**config.mk**
```make
export PLATFORM = sky130hd
export DESIGN_NAME = scoreboard_counter
export DESIGN_NICKNAME = d
export VERILOG_FILES = /design/src/rtl/scoreboard_counter.sv
export SDC_FILE = /design/constraint.sdc
export NUM_CORES = 1
export LEC_CHECK = 0
export CORE_MARGIN = 2
export CORE_UTILIZATION = 60
export DETAILED_ROUTE_END_ITERATION = 7
export PLACE_DENSITY_LB_ADDON = 0.05
export RECOVER_POWER = 25
export REMOVE_ABC_BUFFERS = 1
export SYNTH_ARGS = -nofsm -noshare
export SYNTH_HDL_FRONTEND = slang
export SYNTH_SLANG_ARGS = --single-unit
```
**constraint.sdc**
```tcl
create_clock -name clk_i -period 10.1 [get_ports clk_i]
set_input_delay 1.01 -clock clk_i [delete_from_list [all_inputs] [get_ports clk_i]]
set_output_delay 1.01 -clock clk_i [all_outputs]
set_load 0.005 [all_outputs]
```
**src/rtl/scoreboard_counter.sv**
```systemverilog
// Multi-channel score counter: synchronised, edge-detected buttons with
// saturate or wrap counting, optional hold-to-repeat, and parallel BCD digits.
module scoreboard_counter #(
  parameter int CH       = 2,
  parameter int BW       = 7,
  parameter int MAX_VAL  = 99,
  parameter int WRAP     = 0,
  parameter int RPT_EN   = 1,
  parameter int HOLD_CYC = 8000000,
  parameter int RPT_CYC  = 2000000
) (
  input  logic             clk_i,
  input  logic             rst_i,
  input  logic [CH-1:0]    up_i,
  input  logic [CH-1:0]    down_i,
  input  logic [CH-1:0]    clr_i,
  output logic [CH*BW-1:0] cnt_o,
  output logic [CH*4-1:0]  tens_o,
  output logic [CH*4-1:0]  ones_o,
  output logic [CH-1:0]    at_max_o,
  output logic [CH-1:0]    at_min_o
);

  localparam int MAX_T = (HOLD_CYC > RPT_CYC) ? HOLD_CYC : RPT_CYC;
  localparam int TW    = $clog2(MAX_T + 1);
  localparam int NB    = 3 * CH;
  localparam logic [BW-1:0] MAX_CNT  = BW'(MAX_VAL);
  localparam logic [3:0]    MAX_TENS = 4'(MAX_VAL / 10);
  localparam logic [3:0]    MAX_ONES = 4'(MAX_VAL % 10);

  if ((CH < 1) || (CH > 4) || (MAX_VAL < 1) || (MAX_VAL > 99) || (MAX_VAL >= (1 << BW))) begin : g_bad_param
    $error("scoreboard_counter: illegal CH/BW/MAX_VAL combination");
  end

  typedef enum logic [1:0] {IDLE = 2'd0, HOLD = 2'd1, REPEAT = 2'd2} state_t;

  logic [NB-1:0] raw_s, sync1_r, sync2_r, prev_r, arm_r, press_s;
  logic [1:0]    settle_r;

  assign raw_s = {clr_i, down_i, up_i};
  // arm_r blocks a button still held through reset until it has been seen released
  assign press_s = sync2_r & ~prev_r & arm_r;

  // synchroniser, edge-detect history and post-reset arming
  always_ff @(posedge clk_i) begin
    if (!rst_i) begin
      sync1_r  <= '0;
      sync2_r  <= '0;
      prev_r   <= '0;
      arm_r    <= '0;
      settle_r <= 2'b00;
    end else begin
      sync1_r <= raw_s;
      sync2_r <= sync1_r;
      prev_r  <= sync2_r;
      arm_r   <= arm_r | ({NB{settle_r[1]}} & ~sync2_r);
      if (settle_r != 2'b11) settle_r <= settle_r + 2'b01;
      else                   settle_r <= settle_r;
    end
  end

  for (genvar c = 0; c < CH; c++) begin : g_ch
    logic up_l, dn_l, up_p, dn_p, clr_p, inc_s, dec_s;
    logic [BW-1:0] cnt_r, cnt_s;
    logic [3:0]    tens_r, tens_s, ones_r, ones_s;
    logic          max_r, min_r;

    assign up_l  = sync2_r[c];
    assign dn_l  = sync2_r[CH + c];
    assign up_p  = press_s[c];
    assign dn_p  = press_s[CH + c];
    assign clr_p = press_s[2*CH + c];

    if (RPT_EN != 0) begin : g_rpt
      state_t        state_r, state_s;
      logic [TW-1:0] timer_r, timer_s;
      logic          dir_r, dir_s, tick_s, abort_s;

      // dir_r: 1 = holding up, 0 = holding down
      assign abort_s = clr_p | (up_l & dn_l) | (dir_r ? ~up_l : ~dn_l);
      assign inc_s   = up_p | (tick_s & dir_r);
      assign dec_s   = dn_p | (tick_s & ~dir_r);

      // hold/repeat next-state and tick generation
      always_comb begin
        state_s = state_r;
        timer_s = timer_r;
        dir_s   = dir_r;
        tick_s  = 1'b0;
        case (state_r)
          IDLE: begin
            timer_s = '0;
            if (!clr_p && up_p && !dn_l) begin
              state_s = HOLD;
              dir_s   = 1'b1;
            end else if (!clr_p && dn_p && !up_l) begin
              state_s = HOLD;
              dir_s   = 1'b0;
            end else begin
              state_s = IDLE;
            end
          end
          HOLD, REPEAT: begin
            if (abort_s) begin
              state_s = IDLE;
              timer_s = '0;
            end else if (timer_r == ((state_r == HOLD) ? TW'(HOLD_CYC - 1) : TW'(RPT_CYC - 1))) begin
              tick_s  = 1'b1;
              state_s = REPEAT;
              timer_s = '0;
            end else begin
              timer_s = timer_r + TW'(1);
            end
          end
          default: begin
            state_s = IDLE;
            timer_s = '0;
          end
        endcase
      end

      // hold/repeat state registers
      always_ff @(posedge clk_i) begin
        if (!rst_i) begin
          state_r <= IDLE;
          timer_r <= '0;
          dir_r   <= 1'b0;
        end else begin
          state_r <= state_s;
          timer_r <= timer_s;
          dir_r   <= dir_s;
        end
      end
    end else begin : g_norpt
      assign inc_s = up_p;
      assign dec_s = dn_p;
    end

    // next count and digits; digits step alongside the binary count
    always_comb begin
      cnt_s  = cnt_r;
      tens_s = tens_r;
      ones_s = ones_r;
      if (clr_p) begin
        cnt_s  = '0;
        tens_s = 4'd0;
        ones_s = 4'd0;
      end else if (inc_s && !dec_s) begin
        if (cnt_r == MAX_CNT) begin
          if (WRAP != 0) begin
            cnt_s  = '0;
            tens_s = 4'd0;
            ones_s = 4'd0;
          end else begin
            cnt_s = cnt_r;
          end
        end else if (ones_r == 4'd9) begin
          cnt_s  = cnt_r + BW'(1);
          ones_s = 4'd0;
          tens_s = tens_r + 4'd1;
        end else begin
          cnt_s  = cnt_r + BW'(1);
          ones_s = ones_r + 4'd1;
        end
      end else if (dec_s && !inc_s) begin
        if (cnt_r == '0) begin
          if (WRAP != 0) begin
            cnt_s  = MAX_CNT;
            tens_s = MAX_TENS;
            ones_s = MAX_ONES;
          end else begin
            cnt_s = cnt_r;
          end
        end else if (ones_r == 4'd0) begin
          cnt_s  = cnt_r - BW'(1);
          ones_s = 4'd9;
          tens_s = tens_r - 4'd1;
        end else begin
          cnt_s  = cnt_r - BW'(1);
          ones_s = ones_r - 4'd1;
        end
      end else begin
        cnt_s = cnt_r;
      end
    end

    // registered count, digits and limit flags
    always_ff @(posedge clk_i) begin
      if (!rst_i) begin
        cnt_r  <= '0;
        tens_r <= 4'd0;
        ones_r <= 4'd0;
        max_r  <= 1'b0;
        min_r  <= 1'b1;
      end else begin
        cnt_r  <= cnt_s;
        tens_r <= tens_s;
        ones_r <= ones_s;
        max_r  <= (cnt_s == MAX_CNT);
        min_r  <= (cnt_s == '0);
      end
    end

    assign cnt_o[c*BW +: BW] = cnt_r;
    assign tens_o[c*4 +: 4]  = tens_r;
    assign ones_o[c*4 +: 4]  = ones_r;
    assign at_max_o[c]       = max_r;
    assign at_min_o[c]       = min_r;
  end

endmodule

```
==> results of run 1 <==
## registers in the layout, indices dropped and copies added (netlist names)
signal / cells
g_ch.g_rpt.dir_r: 2
g_ch.cnt_r: 14
prev_r: 6
g_ch.min_r: 2
g_ch.max_r: 2
g_ch.tens_r: 8
arm_r: 6
settle_r: 2
sync1_r: 6
g_ch.g_rpt.timer_r: 46
g_ch.g_rpt.state_r: 4
sync2_r: 6
g_ch.ones_r: 8
## synthesized netlist by cell type (3+ instances only)
cell	number	area, µm²
xor2_1	31	271.5
nor2_1	113	424.2
nand3_1	33	165.2
dfxtp_1	112	2242
and3_1	17	106.4
inv_1	34	127.6
ha_1	23	287.8
o31ai_1	4	30.03
and4b_1	3	30.03
a21o_1	5	37.54
buf_4	4	30.03
or2_2	3	18.77
and2_1	21	131.4
a21oi_1	32	160.2
nand4_1	10	62.56
clkbuf_1	20	75.07
a22oi_1	3	22.52
nor4_1	4	25.02
mux2i_1	4	40.04
nor3b_1	6	45.04
nor3_1	7	35.03
a31oi_1	3	18.77
nand3b_1	7	52.55
nor2b_1	3	18.77
o21a_1	3	22.52
a211oi_1	5	37.54
nor4b_1	6	52.55
o22ai_1	5	31.28
o21ai_0	20	100.1
xnor2_1	26	227.7
or3_1	10	62.56
buf_2	4	20.02
o311a_1	3	30.03
or3b_2	4	35.03
nand2_1	41	153.9
and4_1	3	26.28
nand2b_1	6	37.54
## layout by cell type, fill, tap and decap left out, types with 4 or more instances in the layout
cell,netlist,layout
a211oi_1,5,5
a21o_1,5,5
a21oi_1,32,32
and2_0,0,4
and2_1,21,17
and3_1,17,17
clkbuf_8,0,9
clkdlybuf4s50_1,0,35
dfxtp_1,112,112
dlygate4sd3_1,0,6
ha_1,23,23
inv_1,34,34
mux2i_1,4,4
nand2_1,41,41
nand2b_1,6,6
nand3_1,33,33
nand3b_1,7,7
nand4_1,10,10
nor2_1,113,113
nor3_1,7,7
nor3b_1,6,6
nor4_1,4,4
nor4b_1,6,6
o21ai_0,20,20
o22ai_1,5,5
o31ai_1,4,4
or3_1,10,10
or3b_2,4,4
xnor2_1,26,26
xor2_1,31,31
## stage by stage
step                util [%]  hold WS, ns  std cells  setup slack (ns)
global route           68.96       0.4560        843             5.423
CTS                    69.00       0.4470        843             5.868
detailed placement     66.79       0.4240        827             5.901
finish                 68.96       0.4433        843             5.852
global placement       66.79       0.4145        827             6.056
floorplan                  -       0.4118        656             6.395
## worst register-to-register path, stage by stage (launching register included)
cell       delay, ns
dfxtp_1         0.37
inv_1           0.07
ha_1            0.21
nor4b_1         0.33
o2111ai_1       0.18
nor3_2          0.33
and3_1          0.22
a21oi_1         0.08
inv_1           0.07
ha_1            0.61
clkinv_1        0.48
or3_1           0.48
and3_1          0.17
o21ai_0         0.30
nor2_1          0.06
and4_1          0.19
## area by class of cell
type                            count  area, µm²
Multi-Input combinational cell    508       3244
Fill cell                         778       2882
Sequential cell                   112       2242
Timing Repair Buffer               42      414.1
Tap cell                          129      161.4
Inverter                           36      135.1
Clock buffer                       10      127.6
Clock inverter                      6      77.57
## logic make-up (layout without fill, tap and decap cells)
family / Yosys count / in the layout / share of synthesized area, %
xor+xnor: 57 / 57 / 8.642
flops: 112 / 112 / 38.81
compound gates: 110 / 110 / 12.69
simple gates: 311 / 311 / 28.27
mux: 5 / 5 / 0.8880
buf+inv: 68 / 94 / 5.025
fa+ha+maj: 25 / 25 / 5.675
## worst max-delay path by stage
stage / from / end / slack [ns] / depth (start not counted)
4_1_cts: g_ch[1].g_rpt.state_r[1]$_SDFFE_PN0P_ / g_ch[1].tens_r[3]$_SDFFE_PP0P_ / 5.87 / 17
3_3_place_gp: g_ch[1].g_rpt.state_r[1]$_SDFFE_PN0P_ / g_ch[1].max_r$_SDFF_PN0_ / 6.06 / 15
5_1_grt: g_ch[1].g_rpt.state_r[1]$_SDFFE_PN0P_ / g_ch[1].tens_r[3]$_SDFFE_PP0P_ / 5.42 / 17
2_1_floorplan: g_ch[0].g_rpt.timer_r[9]$_SDFF_PP0_ / g_ch[0].tens_r[3]$_SDFFE_PP0P_ / 6.40 / 14
3_5_place_dp: g_ch[1].g_rpt.state_r[1]$_SDFFE_PN0P_ / g_ch[1].tens_r[3]$_SDFFE_PP0P_ / 5.90 / 17
6_report: g_ch[1].g_rpt.state_r[1]$_SDFFE_PN0P_ / g_ch[1].max_r$_SDFF_PN0_ / 5.85 / 15
## per-layer routing
layer	share of wire, %	up-vias
li1	-	2426
met1	45	2247
met2	50	112
met3	4.1	15
met4	1.3	0
met5	0	-
## where the power goes
part	internal, mW	switching [mW]	total [mW]
combinational	0.0275	0.0302	0.0577
sequential	0.454	0.0114	0.466
clock	0.119	0.159	0.279
==> flow_summary_export.csv, run 1 <==
group,metric,value,unit
clocking,htree_levels,3,
final_layout,area_delta_synth_final,10.83,%
yosys,ys_ff_latch,112,
sta,worst_clock_skew,0.009671,ns
sta,final.min_clock_period,4.248,ns
critical_path,arrival,4.53,ns
critical_path,endpoint_kind,"register",
clocking,cts_resized,0,
critical_path,critPathKind,"reg2reg",
routing,vias_per_cell,5.694,
critical_path,crit_buf_inv,3,
critical_path,r2r_slack,5.85,ns
global_route,grt_antenna_before_repair,0,
die,fp.coreArea,0.009284,mm²
power,ir_worst_vdd,89.54,µV
placed_design,place.gp.congestion,0.8792,
flow_run,cap_viol_max_count,0,
clocking,cts_buffer_depth,2,
critical_path,critPathSlowestCell,"ha_1",
sta,max-slew-margin-rel,19.71,%
die,die_area,0.01043,mm²
yosys,ys_types,73,
worst_hold_path,min_from,"g_ch[0].g_rpt.timer_r[0]$_SDFF_PP0_",
final_layout,layout-drive-gt1-share,4.482,%
critical_path,path_delay_family,"simple AND/OR/NAND/NOR gates",
yosys,seq_area_frac_synth,38.81,%
clocking,clock-sinks,112,
worst_hold_path,holdPathStages,1,
yosys,synth_ff_type,"dfxtp_1",
placed_design,io_buffers,41,
routing,drc,0,
sta,setup_viol,0,
final_layout,fin_area,0.006402,mm²
clocking,hold_buffers,0,
sta,tightestPinTransition,1.204,ns
yosys,syn_inst,688,
critical_path,cpPeakStageDelay,0.61,ns
routing,drt-pass1-iter-count,5,
global_route,grt_overflow,0,
routing,finalWirelength,11950,µm
sta,setup_tns,0,ns
critical_path,cp_max_fo,21,
routing,vias,4800,
yosys,ys_warn_count,0,
critical_path,r2r_cells,15,
routing,ant_nets,0,
clocking,tritoncts,"done",
global_route,top_usage_layer,"met2",
power,cellLeakagePower,2.269,nW
power,power,0.8021,mW
clocking,worstSkewPairLatency,0.38,ns
yosys,syn_area,0.005777,mm²
final_layout,nNetsFinal,742,
sta,fmax,235.4,MHz
routing,wire_per_inst,14.17,µm
critical_path,r2r_end,"g_ch[1].max_r$_SDFF_PN0_",
global_route,grt_max_degree,25,
sta,finalCritPeriodShare,42.06,%
die,die_y,102.1,µm
global_route,track_usage,24.21,%
critical_path,crit_chain,"inv_1, ha_1, nor4b_1, o2111ai_1, nor3_2, and3_1, a21oi_1, inv_1, ha_1, clkinv_1, or3_1, and3_1, o21ai_0, nor2_1, and4_1",
critical_path,cp-start-kind,"register",
final_layout,antenna_cells,0,
sta,finalHoldViolations,0,
die,initial_core_util,62.22,%
yosys,synthArstFlopShare,0,%
global_route,grt_pass1_vias,4443,
sta,drv_slew,0,
placed_design,dp_hpwl,8657,µm
die,dieWidth,102.1,µm
global_route,use_met1,30.35,%
worst_hold_path,holdCritPathClass,"reg2reg",
global_route,grt_pass1_wl,20310,µm
global_route,use_met3,4.651,%
critical_path,worstPathRequired,10.38,ns
critical_path,timing.rr.start,"g_ch[1].g_rpt.state_r[1]$_SDFFE_PN0P_",
routing,first_iter_violations,175,
global_route,grt.met2_usage,42.11,%
clocking,cts-root-buf,"clkbuf_8",
yosys,synth_edf_count,0,
placed_design,place_area,0.006201,mm²
die,rows,35,
power,powerDensity,125.3,mW/mm²
die,ios,42,
yosys,syn_area_per_cell,8.396,µm²
run_status,status,"complete, no violations",
sta,rsz0062_at_grt,"false",
clocking,cts_setup_buffers,0,
worst_hold_path,holdPathEnd,"g_ch[0].g_rpt.timer_r[0]$_SDFF_PP0_",
clocking,clk_pin_slew_worst_paths,0.10,ns
clocking,cts_buffers,9,
Note: power is estimated with default switching activity, not from simulation.
==> run 2: changes to the inputs <==
--- a/config.mk
+++ b/config.mk
@@ -6,7 +6,7 @@
 export NUM_CORES = 1
 export LEC_CHECK = 0
 export CORE_MARGIN = 2
-export CORE_UTILIZATION = 60
+export CORE_UTILIZATION = 53
 export DETAILED_ROUTE_END_ITERATION = 7
 export PLACE_DENSITY_LB_ADDON = 0.05
 export RECOVER_POWER = 25
==> constraint.sdc (replaced) <==
create_clock -name clk_i -period 3.5 [get_ports clk_i]
set_input_delay 0.35 -clock clk_i [delete_from_list [all_inputs] [get_ports clk_i]]
set_output_delay 0.35 -clock clk_i [all_outputs]
set_load 0.005 [all_outputs]
==> run 2 against run 1 <==
Against the previous run: die area is 13% higher; cell count up 4.9%; via count is 1.7% higher; clock-buffer cell count is 1 lower; first-iteration DRC count rose by 73%; sequential share of layout area down 1.6 points; hold slack got worse by 0.0016 ns; clock power rose to 2.6 times the previous value; critical path depth is 3 lower; register-to-register slack worse by 5.7 ns; design area grew 4.9%.
==> flow_summary_export.csv, run 2 (synthesis results as in run 1) <==
group,metric,value,unit
sta,tightestPinTransition,1.023,ns
critical_path,crit_buf_inv,0,
final_layout,fin_area,0.006718,mm²
sta,setup_ws,0.1034,ns
power,power,2.251,mW
sta,drv_slew,0,
critical_path,endpoint_kind,"register",
routing,wire_per_inst,14.03,µm
final_layout,post-route-util,62.52,%
final_layout,antenna_cells,0,
critical_path,r2r_end,"g_ch[0].min_r$_SDFF_PN1_",
global_route,grt_overflow,0,
power,cellLeakagePower,2.439,nW
die,dieWidth,108.4,µm
sta,finalCritPeriodShare,97.05,%
final_layout,reg.largest.list,"g_ch.g_rpt.timer_r x46, g_ch.cnt_r x14",
global_route,grt_pass1_wl,20600,µm
final_layout,area_delta_synth_final,16.29,%
flow_run,cap_viol_max_count,0,
sta,worst_clock_skew,0.007925,ns
critical_path,critPathKind,"reg2reg",
sta,final.min_clock_period,3.397,ns
power,powerDensity,335.0,mW/mm²
final_layout,layout-drive-gt1-share,11.42,%
sta,max-slew-margin-rel,31.79,%
run_status,status,"complete, no violations",
final_layout,final_cell_mix,"nor2_1, dfxtp_1, nand2_1",
critical_path,crit_end,"g_ch[0].min_r$_SDFF_PN1_",
critical_path,cp-startpoint,"g_ch[0].g_rpt.timer_r[16]$_SDFF_PP0_",
clocking,worstSkewPairLatency,0.39,ns
critical_path,cp_max_fo,5,
clocking,cts-root-buf,"clkbuf_8",
routing,drc,0,
clocking,clk_pin_slew_worst_paths,0.11,ns
sta,rsz0062_at_grt,"true",
clocking,tritoncts,"done",
critical_path,cp-start-kind,"register",
sta,finalHoldViolations,0,
routing,ant_nets,0,
placed_design,place.gp.congestion,0.8932,
critical_path,crit_chain,"or4b_1, or4_4, nor4_4, nand2_1, o21a_1, ha_4, nand3b_1, o311a_1, nor4_2, o31ai_2, a21oi_2, a211oi_1",
critical_path,r2r_cells,12,
critical_path,cpPeakStageDelay,0.51,ns
sta,setup_viol,0,
global_route,grt_max_degree,24,
critical_path,path_delay_family,"simple AND/OR/NAND/NOR gates",
final_layout,final-instance-count-excl-fill,884,
final_layout,largest_register_ffs,46,
critical_path,worstPathRequired,3.78,ns
die,rows,38,
final_layout,n_fill_cell,975,
placed_design,place_ws,-0.07480,ns
clocking,clock-sinks,112,
final_layout,nNetsFinal,773,
placed_design,io_buffers,41,
die,die_area,0.01175,mm²
die,initial_core_util,53.76,%
global_route,grt_pass1_vias,4497,
routing,drt-pass1-iter-count,5,
placed_design,place_area,0.006432,mm²
final_layout,regMostFlops,"g_ch.g_rpt.timer_r",
die,die_y,108.4,µm
die,ios,42,
routing,finalWirelength,12400,µm
clocking,cts_buffers,9,
routing,first_iter_violations,303,
routing,vias_per_cell,5.521,
critical_path,critPathSlowestCell,"or4b_1",
critical_path,path_depth,12,
worst_hold_path,min_from,"g_ch[0].g_rpt.timer_r[0]$_SDFF_PP0_",
clocking,htree_levels,3,
placed_design,dp.cells,867,
sta,fmax,294.4,MHz
sta,setup_tns,0,ns
clocking,cts_buffer_depth,2,
critical_path,r2r_slack,0.10,ns
die,fp.coreArea,0.01075,mm²
placed_design,dp_hpwl,8968,µm
routing,vias,4881,
global_route,track_usage,21.79,%
critical_path,timing.rr.start,"g_ch[0].g_rpt.timer_r[16]$_SDFF_PP0_",
final_layout,final_common_cell,"nor2_1",
critical_path,arrival,3.67,ns
sta,whs,0.4417,ns
global_route,grt_antenna_before_repair,0,
worst_hold_path,holdCritPathClass,"reg2reg",
power,ir_worst_vdd,270.7,µV
[run 2: cell types whose count changed in the layout (fill, tap and decap cells not counted), sizes merged]
cell and delta:
bufinv -1, buf +31, dlygate4sd3 +2, clkdlybuf4s50 -2, clkinv -2, clkbuf -1
inv +3
[run 2: layout make-up]
| class | count | area (µm²) | share of cell area (%) |
|---|---|---|---|
| Clock inverter | 6 | 52.55 | 0.7823 |
| Tap cell | 140 | 175.2 | 2.608 |
| Timing Repair Buffer | 73 | 650.6 | 9.685 |
| Multi-Input combinational cell | 508 | 3334 | 49.64 |
| Clock buffer | 9 | 123.9 | 1.844 |
| Sequential cell | 112 | 2246 | 33.43 |
| Inverter | 36 | 135.1 | 2.012 |
[run 2: worst register-to-register path: cells and delay by family (launching register included)]
kind / cells / cell delay [ns]
flops: 1 / 0.33
fa+ha+maj: 1 / 0.18
simple gates: 6 / 1.79
compound gates: 5 / 1.00
[run 2: per-layer routing]
metal  global-route usage (%)  wire [µm]  up-vias
met1                    26.72       5527     2288
met3                    4.461        445       22
met4                    7.875        274        0
li1                         -          -     2480
met2                    37.68       6154       91
met5                        0          0        -
[run 2: report_power, final]
group	internal, mW	leakage, nW	switching, mW
logic	0.0885	1.44	0.0923
registers	1.31	0.909	0.0321
clock network	0.269	0.0899	0.458
[run 2: worst min-delay path by stage]
stage                                     endpoint  slack (ns)  cells after the start
2_1_floorplan                sync2_r[0]$_SDFF_PN0_        0.41                      1
3_3_place_gp                 sync2_r[5]$_SDFF_PN0_        0.42                      1
3_5_place_dp                 sync2_r[5]$_SDFF_PN0_        0.43                      1
4_1_cts        g_ch[0].g_rpt.timer_r[0]$_SDFF_PP0_        0.45                      1
5_1_grt                      sync2_r[4]$_SDFF_PN0_        0.48                      1
6_report       g_ch[0].g_rpt.timer_r[0]$_SDFF_PP0_        0.44                      1
[run 2: timing repair]
item	in CTS	in global routing
buffers inserted	1	1
hold buffers	0	0
endpoints found under the hold margin	0	0
gates resized for setup	9	18
endpoints found under the setup margin	2	18
pin swaps	15	8
==> run 3: changes to the inputs <==
--- a/config.mk
+++ b/config.mk
@@ -8,6 +8,7 @@
 export CORE_MARGIN = 2
 export CORE_UTILIZATION = 53
 export DETAILED_ROUTE_END_ITERATION = 7
+export MAX_ROUTING_LAYER = met4
 export PLACE_DENSITY_LB_ADDON = 0.05
 export RECOVER_POWER = 25
 export REMOVE_ABC_BUFFERS = 1
==> run 3 against run 2 <==
Against the previous run: non-clock buffer count grew 7; cell count grew 0.90%; wire length grew 2.5%; maximum frequency shrank 1.3%; clock-buffer cell count grew 2; register-to-register slack lost 0.04 ns; via count grew 2.2%; worst setup slack lost 0.044 ns; core utilization grew 0.99 points; sequential cell count is the same; die area is the same; sequential share of layout area shrank 0.56 points; critical endpoint is now g_ch[0].max_r$_SDFF_PN0_; largest power group unchanged; highest routed layer unchanged.
==> flow_summary_export.csv, run 3 (synthesis results as in run 1) <==
group,metric,value,unit
final_layout,largest_register_ffs,46,
critical_path,crit_chain,"or4b_4, or4_4, nor4_4, nand2_1, o21a_1, ha_4, nand3b_1, buf_6, o32a_1, o21a_1, nor2_2, nand2b_1, nor4_1",
routing,first_iter_violations,274,
routing,vias,4987,
power,powerDensity,340.6,mW/mm²
placed_design,place.gp.congestion,0.8703,
worst_hold_path,holdPathStages,1,
power,power.share.clock,34.1,%
power,seqPwrFrac,57.9,%
sta,max-slew-margin-rel,30.29,%
placed_design,place_ws,-0.01481,ns
die,dieWidth,108.4,µm
critical_path,arrival,3.75,ns
critical_path,cp-start-kind,"register",
die,die_y,108.4,µm
final_layout,final_cell_mix,"nor2_1, dfxtp_1, nand2_1",
power,power,2.325,mW
final_layout,regArea,0.002243,mm²
critical_path,crit_buf_inv,1,
sta,finalHoldViolations,0,
power,internal-power,1.720,mW
sta,setup_ws,0.05909,ns
final_layout,nNetsFinal,780,
die,fp.coreArea,0.01075,mm²
worst_hold_path,min_from,"sync1_r[5]$_SDFF_PN0_",
critical_path,cp_max_fo,5,
routing,wire_per_inst,14.25,µm
final_layout,antenna_cells,0,
critical_path,r2r_end,"g_ch[0].max_r$_SDFF_PN0_",
critical_path,critPathSlowestCell,"or4b_4",
critical_path,worstPathRequired,3.81,ns
placed_design,dp_hpwl,9155,µm
sta,finalCritPeriodShare,98.31,%
final_layout,n_fill_cell,951,
critical_path,timing.rr.start,"g_ch[0].g_rpt.timer_r[9]$_SDFF_PP0_",
clocking,worstSkewPairLatency,0.39,ns
routing,drt-pass1-iter-count,4,
power,swShare,25.99,%
sta,rsz0062_at_grt,"true",
sta,drv_slew,0,
routing,drc,0,
die,initial_core_util,53.76,%
clocking,clock-sinks,112,
critical_path,critPathKind,"reg2reg",
worst_hold_path,holdCritPathClass,"reg2reg",
global_route,grt_pass1_wl,20750,µm
final_layout,reg.largest.list,"g_ch.g_rpt.timer_r x46, g_ch.cnt_r x14",
global_route,grt_antenna_before_repair,0,
routing,vias_per_cell,5.591,
clocking,cts_buffer_depth,2,
global_route,track_usage,22.72,%
clocking,cts-root-buf,"clkbuf_8",
global_route,grt_pass1_vias,4529,
final_layout,area_delta_synth_final,18.13,%
die,ios,42,
die,die_area,0.01175,mm²
clocking,tritoncts,"done",
power,combPwrFrac,8.0,%
power,ir_worst_vdd,341.2,µV
sta,tightestPinTransition,1.046,ns
critical_path,r2r_slack,0.06,ns
placed_design,io_buffers,41,
sta,fmax,290.6,MHz
run_status,status,"complete, no violations",
critical_path,path_delay_family,"simple AND/OR/NAND/NOR gates",
final_layout,multiInputGateArea,0.003353,mm²
global_route,grt_max_degree,24,
flow_run,cap_viol_max_count,0,
sta,final.min_clock_period,3.441,ns
sta,setup_tns,0,ns
routing,ant_nets,0,
critical_path,cpPeakStageDelay,0.52,ns
sta,worst_clock_skew,0.009550,ns
clocking,cts_buffers,9,
routing,finalWirelength,12710,µm
clocking,clk_pin_slew_worst_paths,0.11,ns
clocking,hold_buffers,0,
final_layout,regMostFlops,"g_ch.g_rpt.timer_r",
power,p_switching,0.6041,mW
global_route,grt_overflow,0,
critical_path,r2r_cells,13,
clocking,htree_levels,3,
sta,setup_viol,0,
power,cellLeakagePower,2.488,nW
die,rows,38,
critical_path,endpoint_kind,"register",
critical_path,cpMostUsedCell,"o21a_1",
final_layout,layout-drive-gt1-share,12.63,%
worst_hold_path,holdPathEnd,"sync2_r[5]$_SDFF_PN0_",
-- run 3: changes by cell type in the layout (fill, tap and decap cells not counted), sizes merged --
cell / before / now
buf: 31 / 37
clkbuf: 10 / 13
clkdlybuf4s50: 33 / 35
dlygate4sd3: 8 / 6
inv: 40 / 39
-- run 3: how the worst max path moves through the flow --
stage,startpoint,end,slack [ns],depth (start not counted)
after CTS,g_ch[0].g_rpt.timer_r[9]$_SDFF_PP0_,g_ch[0].min_r$_SDFF_PN1_,0.04,14
after floorplan,g_ch[0].g_rpt.timer_r[9]$_SDFF_PP0_,g_ch[0].tens_r[3]$_SDFFE_PP0P_,-0.20,14
final,g_ch[0].g_rpt.timer_r[9]$_SDFF_PP0_,g_ch[0].max_r$_SDFF_PN0_,0.06,13
after detailed placement,g_ch[0].g_rpt.timer_r[9]$_SDFF_PP0_,g_ch[0].min_r$_SDFF_PN1_,-0.01,14
after global placement,g_ch[0].g_rpt.timer_r[9]$_SDFF_PP0_,g_ch[0].min_r$_SDFF_PN1_,0.11,14
after global routing,g_ch[0].g_rpt.timer_r[9]$_SDFF_PP0_,g_ch[0].max_r$_SDFF_PN0_,-0.13,15
-- run 3: timing repair --
item                                    4_1_cts  5_1_grt
gates resized for setup                       1       30
endpoints found under the setup margin        1       19
setup buffers                                 0        4
endpoints found under the hold margin         0        0
pin swaps                                     0       20
-- run 3: layout make-up --
class,count,share of cell area (%)
Timing Repair Buffer,80,10.41
Multi-Input combinational cell,508,49.14
Inverter,36,1.980
Clock buffer,11,2.219
Sequential cell,112,32.87
Tap cell,140,2.567
Clock inverter,5,0.8067
-- run 3: routing by layer --
layer | vias up | track usage (%) | share of wire [%]
met5 | - | - | 0
met4 | 0 | 6.960 | 1.6
met3 | 20 | 5.425 | 4.0
met2 | 99 | 38.88 | 51
met1 | 2365 | 26.34 | 44
li1 | 2503 | - | -
-- run 3: per-stage QoR --
| stage | cells | util (%) | hold WS [ns] | instance area (µm²) |
|---|---|---|---|---|
| 6_report | 892 | 63.51 | 0.4481 | 6824 |
| 5_1_grt | 892 | 63.51 | 0.4608 | 6824 |
| 4_1_cts | 888 | 62.19 | 0.4558 | 6683 |
| 3_5_place_dp | 872 | 60.21 | 0.4215 | 6470 |
| 3_3_place_gp | 872 | 60.21 | 0.4208 | 6470 |
| 2_1_floorplan | 656 | - | 0.4118 | 5622 |
-- run 3: power by group through the flow --
stage          Combinational [mW]  Clock, mW  Sequential [mW]
2_1_floorplan               0.113          0             1.36
3_3_place_gp                0.175          0             1.37
3_5_place_dp                0.180          0             1.37
4_1_cts                     0.182      0.821             1.34
5_1_grt                     0.209      0.864             1.35
6_report                    0.187      0.793             1.35
==> variant: new RTL, settings of run 2 <==
Change the parameter `HOLD_CYC` from 8000000 to 4000000.
--- a/src/rtl/scoreboard_counter.sv
+++ b/src/rtl/scoreboard_counter.sv
@@ -6,7 +6,7 @@
   parameter int MAX_VAL  = 99,
   parameter int WRAP     = 0,
   parameter int RPT_EN   = 1,
-  parameter int HOLD_CYC = 8000000,
+  parameter int HOLD_CYC = 4000000,
   parameter int RPT_CYC  = 2000000
 ) (
   input  logic             clk_i,
Behaviour: no difference found for any inputs over 4 cycles, from zero or initial values and one cycle with rst_i low; that may be too few to reach the edited logic, so the function may still have changed.
==> variant against run 2 <==
- the run now ends with setup timing left
- global-route usage shrank 0.42 points
- clock power grew 8.5%
- sequential share of layout area shrank 2.3 points
- power grew 4.4%
- core utilization grew 6.1 points
- worst setup slack lost 0.19 ns
- cell count grew 2.0%
- sequential cell count shrank 2
- area after synthesis shrank 2.5%
- routed wire length shrank 3.2%
- clock skew grew 0.0087 ns
- final area grew 5.4%
==> variant: results (changes against run 2) <==
status - finished, violations left
violated checks - setup timing
met3 wire length - 322 um (-28%)
Top Layer Used - met4
Area contributors post-synth - dfxtp_1 (39%), nor2_1 (6.7%), xor2_1 (5.4%)
Routed met2 length - 5.97 mm (-3.1%)
dpl cells - 873 (+0.69%)
Slowest-stage cell, CP - or4b_4
initial antenna violation count - 0 (unchanged)
YS warnings - 0 (unchanged)
share of layout cells above drive strength 1 - 19.2% (+7.8 points)
M1 wire length - 5.56 mm (+0.52%)
register area share after synthesis - 39.1% (+0.29 points)
Setup WS pre-CTS - -0.417 ns (-0.342 ns)
H-tree depth - 3 (unchanged)
clock-pin slew on the worst setup and hold paths - 0.10 ns
placer congestion estimate - 0.845 (-5.4%)
filler cell count - 850 (-13%)
gr usage total - 21.4% (-0.42 points)
Root Driver - clkbuf_8
n_diodes - 0 (unchanged)
LEAKAGE - 2.60 nW (+6.6%)
Yosys cell types - 68 (-6.8%)
later-pin clock latency in the skew report - 0.38 ns
Seq. cell area - 0.00221 mm^2 (-1.7%)
layout net count - 794 (+2.7%)
slowest stage delay, CP - 0.49 ns (-0.02 ns)
vias in the first global route - 4592 (+2.1%)
asr flop ratio synth - 0% (unchanged)
Port Buf Inserts - 41 (unchanged)
CP Class - flip-flop to flip-flop
HPWL after DPL - 8.37 mm (-6.7%)
1st-iter DRT viols - 245 (-19%)
largest net degree at the start of global routing - 23 (-4.2%)
Mean Syn Cell Area - 8.44 um^2 (+0.56%)
final setup violating endpoints - 1 (+1)
CP arrival - 3.89 ns (+0.22 ns)
biggest regs - g_ch.g_rpt.timer_r (44), g_ch.cnt_r (14)
critical path's top delay family - simple AND/OR/NAND/NOR gates
DR WL/cell - 13.3 um (-5.1%)
final cell count without fillers - 902 (+2.0%)
relative slew slack - 59.1% (+27 points)
clk_skew - 0.0166 ns (+0.00867 ns)
maximum clock path buffer count - 2 (unchanged)
drt via density - 5.41 (-2.0%)
dpl cell area - 0.00651 mm^2 (+1.2%)
Synth top cells by count - dfxtp_1 (110), nor2_1 (101), nand2_1 (42)
first-pass GRT wire length - 20.2 mm (-1.7%)
Worst Path Max Fanout - 5 (unchanged)
VDD IR max - 275 uV (+1.5%)
Setup WS post-layout - -0.0881 ns (-0.191 ns)
setup TNS - -0.0881 ns (-0.0881 ns)
variant: cell families (layout without fill, tap and decap cells):
| family | count (synthesis) | after routing | synth area share, % |
|---|---|---|---|
| compound gates | 102 | 102 | 12.1 |
| xor+xnor | 66 | 66 | 10.3 |
| fa+ha+maj | 25 | 25 | 5.82 |
| buf+inv | 65 | 164 | 4.93 |
| flops | 110 | 110 | 39.1 |
| mux | 8 | 8 | 1.49 |
| simple gates | 291 | 291 | 26.3 |
variant: final cells by class:
type / instances / area share [%]
multi-input cells: 492 / 48.2
flip-flops and latches: 110 / 31.2
repair buffers: 114 / 13.5
well taps: 136 / 2.40
inverters: 34 / 1.84
clock buffers: 9 / 1.75
clock inverters: 7 / 1.13
variant: worst paths after layout:
check | startpoint | endpoint | slack [ns] | cells after the start
max | g_ch[0].g_rpt.state_r[1] | g_ch[0].tens_r[3] | -0.09 | 13
min | sync1_r[3] | sync2_r[3] | 0.45 | 1
max reg2reg | g_ch[0].g_rpt.state_r[1] | g_ch[0].tens_r[3] | -0.09 | 13
min reg2reg | sync1_r[3] | sync2_r[3] | 0.45 | 1
variant: report_power, final:
group / total [mW] / switching, mW / internal, mW
registers: 1.33 / 0.0372 / 1.29
clock network: 0.789 / 0.449 / 0.340
logic: 0.234 / 0.115 / 0.119
total: 2.35 / 0.601 / 1.75
variant: layer usage:
| metal | global-route usage (%) | up-vias |
|---|---|---|
| met1 | 27.0 | 2300 |
| met3 | 4.62 | 16 |
| met2 | 36.8 | 78 |
| met4 | 5.66 | 0 |
| li1 | - | 2487 |
| met5 | 0 | - |
variant: repair_timing:
action,CTS,global route
setup buffers,6,9
gates resized for setup,18,42
pin swaps,11,23
endpoints found under the setup margin,20,18
